--- config.mk ---
export PLATFORM = sky130hd
export DESIGN_NAME = multiclock
export DESIGN_NICKNAME = d
export VERILOG_FILES = /design/src/rtl/multiclock.sv
export SDC_FILE = /design/constraint.sdc
export NUM_CORES = 1
export LEC_CHECK = 0
export BUFFER_PORTS_ARGS = -buffer_cell sky130_fd_sc_hd__buf_4
export CAP_MARGIN = 15
export CORE_AREA = 2 2 39 41
export CTS_CLUSTER_SIZE = 12
export DETAILED_ROUTE_END_ITERATION = 10
export DIE_AREA = 0 0 41 43
export GPL_TIMING_DRIVEN = 0
export SETUP_SLACK_MARGIN = 0.3
export SLEW_MARGIN = 25
export SYNTH_ARGS = -nofsm -noshare
export SYNTH_HDL_FRONTEND = slang
export SYNTH_SLANG_ARGS = --single-unit
--- constraint.sdc ---
create_clock -name clk -period 1.5 [get_ports clk]
set_clock_uncertainty 0.1 [all_clocks]
set_input_delay 0.075 -clock clk [delete_from_list [all_inputs] [get_ports clk]]
set_output_delay 0.075 -clock clk [all_outputs]
set_load 0.02 [all_outputs]
--- src/rtl/multiclock.sv ---
// multiclock: single-clock block with a registered AND, an in3 delay line
// and an in1 event counter that pulses out3 on every wrap.
module multiclock #(
    parameter int DEPTH2 = 2,
    parameter int CNT_W  = 4
) (
    input  logic clk,
    input  logic rst_n,
    input  logic in1,
    input  logic in2,
    input  logic in3,
    output logic out1,
    output logic out2,
    output logic out3
);

    logic [DEPTH2-1:0] dly;
    logic [CNT_W-1:0]  cnt;
    logic              cnt_max;

    // cnt wraps on this edge when it sits at all-ones and in1 counts
    assign cnt_max = &cnt;

    // out1: in1 AND in2, one cycle of latency
    always_ff @(posedge clk or negedge rst_n) begin
        if (!rst_n) begin
            out1 <= 1'b0;
        end else begin
            out1 <= in1 & in2;
        end
    end

    // in3 delay line: free-running shift, stage 0 takes in3
    always_ff @(posedge clk or negedge rst_n) begin
        if (!rst_n) begin
            dly <= '0;
        end else begin
            dly[0] <= in3;
            for (int i = 1; i < DEPTH2; i++) begin
                dly[i] <= dly[i-1];
            end
        end
    end

    // out2 is the last delay stage itself, so it comes straight from a flop
    assign out2 = dly[DEPTH2-1];

    // event counter: count on in1, wrap modulo 2^CNT_W
    always_ff @(posedge clk or negedge rst_n) begin
        if (!rst_n) begin
            cnt <= '0;
        end else if (in1) begin
            cnt <= cnt + CNT_W'(1);
        end
    end

    // out3: one-cycle pulse following the edge on which cnt wrapped
    always_ff @(posedge clk or negedge rst_n) begin
        if (!rst_n) begin
            out3 <= 1'b0;
        end else begin
            out3 <= in1 & cnt_max;
        end
    end

endmodule

==> results.toml <==
[clock_network]
cts-root-buf = "clkbuf_4"
cts_setup_buffers = 0
path_clk_slew_ps = 50
clk_path_buf_depth = 2
cts_resized = 0
cts_hold_buf = 4
clk_latency_ps = 240
cts_max_level = 1
cts_tree = "done"
numCtsBuffers = 3
clock_sinks = 8

[cells_and_area]
multiInputGateArea_um2 = 75.1
fin_util_pct = 29.7
final_common_cell = "dfrtp_1"
fin_area_um2 = 410
seq_area_um2 = 200
fin_cells = 48
mostFrequentLayoutCells = "dfrtp_1, buf_4, dlygate4sd3_1, clkbuf_4"
areaGrowthSynthToFinish_pct = 49.1
nets = 40
n_antenna_cell = 0
fillers = 145
drive_gt1_share_pct = 37.5

[setup_path]
slowest_delay_ps = 400
cp_top_family = "flip-flops"
rr_startpoint = "cnt[0]"
critPathArrivalTime_ps = 1200
required_ps = 1530
worstSetupEndpointType = "flop"
startpoint_type = "flop"
critical_path.max_fanout = 3
cp.buffers_inverters = 0
crit_chain = "ha_1 -> mux2_2"
crit_type = "reg -> reg"
startpoint = "cnt[0]"
slowest_stage = "dfrtp_1"
ff2ff_setup_slack_ps = 330

[sta]
slew_headroom_pct = 91.9
max_freq_mhz = 853
grt_setup_unrepaired = "no"
setup_violations = 0
tightest_slew_ps = 122
fin_crit_sh_pct = 78.2
hold_viol = 0
setup_tns_ps = 0
holdWs_ps = 89.0
min_period_ps = 1170
fin_ws_ps = 327
slew_viol_final = 0

[global_route]
busiest_layer = "met2"
grt_pass1_wl_um = 717
grt.met1_usage_pct = 6.95
gr-usage-all-layers_pct = 6.79
antenna_found_initial = 0
grt_max_degree = 9
grt_pass1_vias = 195
use_met2_pct = 8.75
grt-ovfl-total = 0
grt_util_met3_pct = 4.71

[place]
place_inst = 41
dp_slack_ps = 327
dpl_cell_area_um2 = 348
port_buffers = 7
gp_congestion = 0.638

[floorplan]
io_pins = 8
dieArea_um2 = 1760
coreArea_um2 = 1380
row_count = 14
start_util_pct = 19.9
die_h_um = 43
die_x_um = 41

[pwr]
total_power_mw = 0.624
pwr_density_cell_nw_per_um2 = 1520
p_leak_nw = 0.191
vdd_drop_max_uv = 603

[synthesis]
ys_seq_area_share_pct = 72.7
yosys.area_share.adder_pct = 4.55
yosys.area_share.xor_xnor_pct = 9.55
synth_cell_type_count = 9
yosys.area_share.simple_pct = 9.09
avgSynthCellArea_um2 = 15.3
synthMuxAreaShare_pct = 4.09
ys_warn_count = 0
syn_inst = 18
synth-compound-area-share_pct = 0
synth_area_um2 = 275
ys_ff_latch = 8
synth_top_family_by_area = "XOR/XNOR gates"
synth_fp_nets = 24

[routing]
drtIter0Drc = 1
viasPerCell = 3.69
routed_wl_um = 443
drcViolationCount = 0
routedWlPerCell_um = 9.23
dr_total_vias = 177
dr.pass1.iters = 2
antenna_left = 0

[run]
cap_violations = 0

[min_path]
hold_path_class = "in -> async"

[outcome]
outcome = "finished clean"
[cells in the mapped netlist]
| cell type | instances | share of area (%) |
|---|---|---|
| and2_2 | 1 | 2.7 |
| dfrtp_1 | 8 | 73 |
| ha_1 | 1 | 4.5 |
| mux2_2 | 1 | 4.1 |
| nand2_1 | 2 | 2.7 |
| nand4_1 | 1 | 2.3 |
| nor2_1 | 1 | 1.4 |
| xnor2_1 | 2 | 6.4 |
| xor2_1 | 1 | 3.2 |
[path summary, 6_finish.rpt]
check	cells after the start	end
min reg2reg	0	dly[1]
min	2	dly[1]
min in group clk	0	dly[1]
max	2	cnt[1]
max in group asynchronous	2	out1
max reg2reg	2	cnt[1]
[kinds of logic (layout without fill, tap and decap cells)]
family	count (synthesis)	in the layout
and+or+nand+nor	5	5
muxes	1	1
xor gates and xnor gates	3	3
buffers and inverters	0	14
adders and majority gates	1	1
DFF	8	8
[metal layers]
layer | share of wire [%] | up-vias
met4 | 0.90 | 0
met5 | 0 | -
met3 | 9.5 | 2
met2 | 42 | 8
met1 | 47 | 77
li1 | - | 90
[state kept, by name (all words and copies together), names as in the netlist]
signal	flops
cnt	4
dly	2
out1	1
out3	1
[area by class of cell]
class | count | share of cell area, %
Multi-Input combinational cell | 10 | 18.3
Tap cell | 16 | 4.88
Timing Repair Buffer | 11 | 22.6
Sequential cell | 8 | 48.8
Clock buffer | 3 | 5.49
[power breakdown]
group / total (mW) / switching (mW) / internal (mW) / leakage (nW)
registers: 0.330 / 0.0488 / 0.282 / 0.0970
clock network: 0.153 / 0.0625 / 0.0908 / 0.0138
logic: 0.141 / 0.0555 / 0.0851 / 0.0806
[worst register-to-register path, delay by kind of cell (launching register included)]
family                   cells  cell delay, ps
adder cells (fa/ha/maj)      1             300
flip-flops                   1             400
multiplexers                 1             260
No activity file was read; power rests on OpenSTA's default activity.
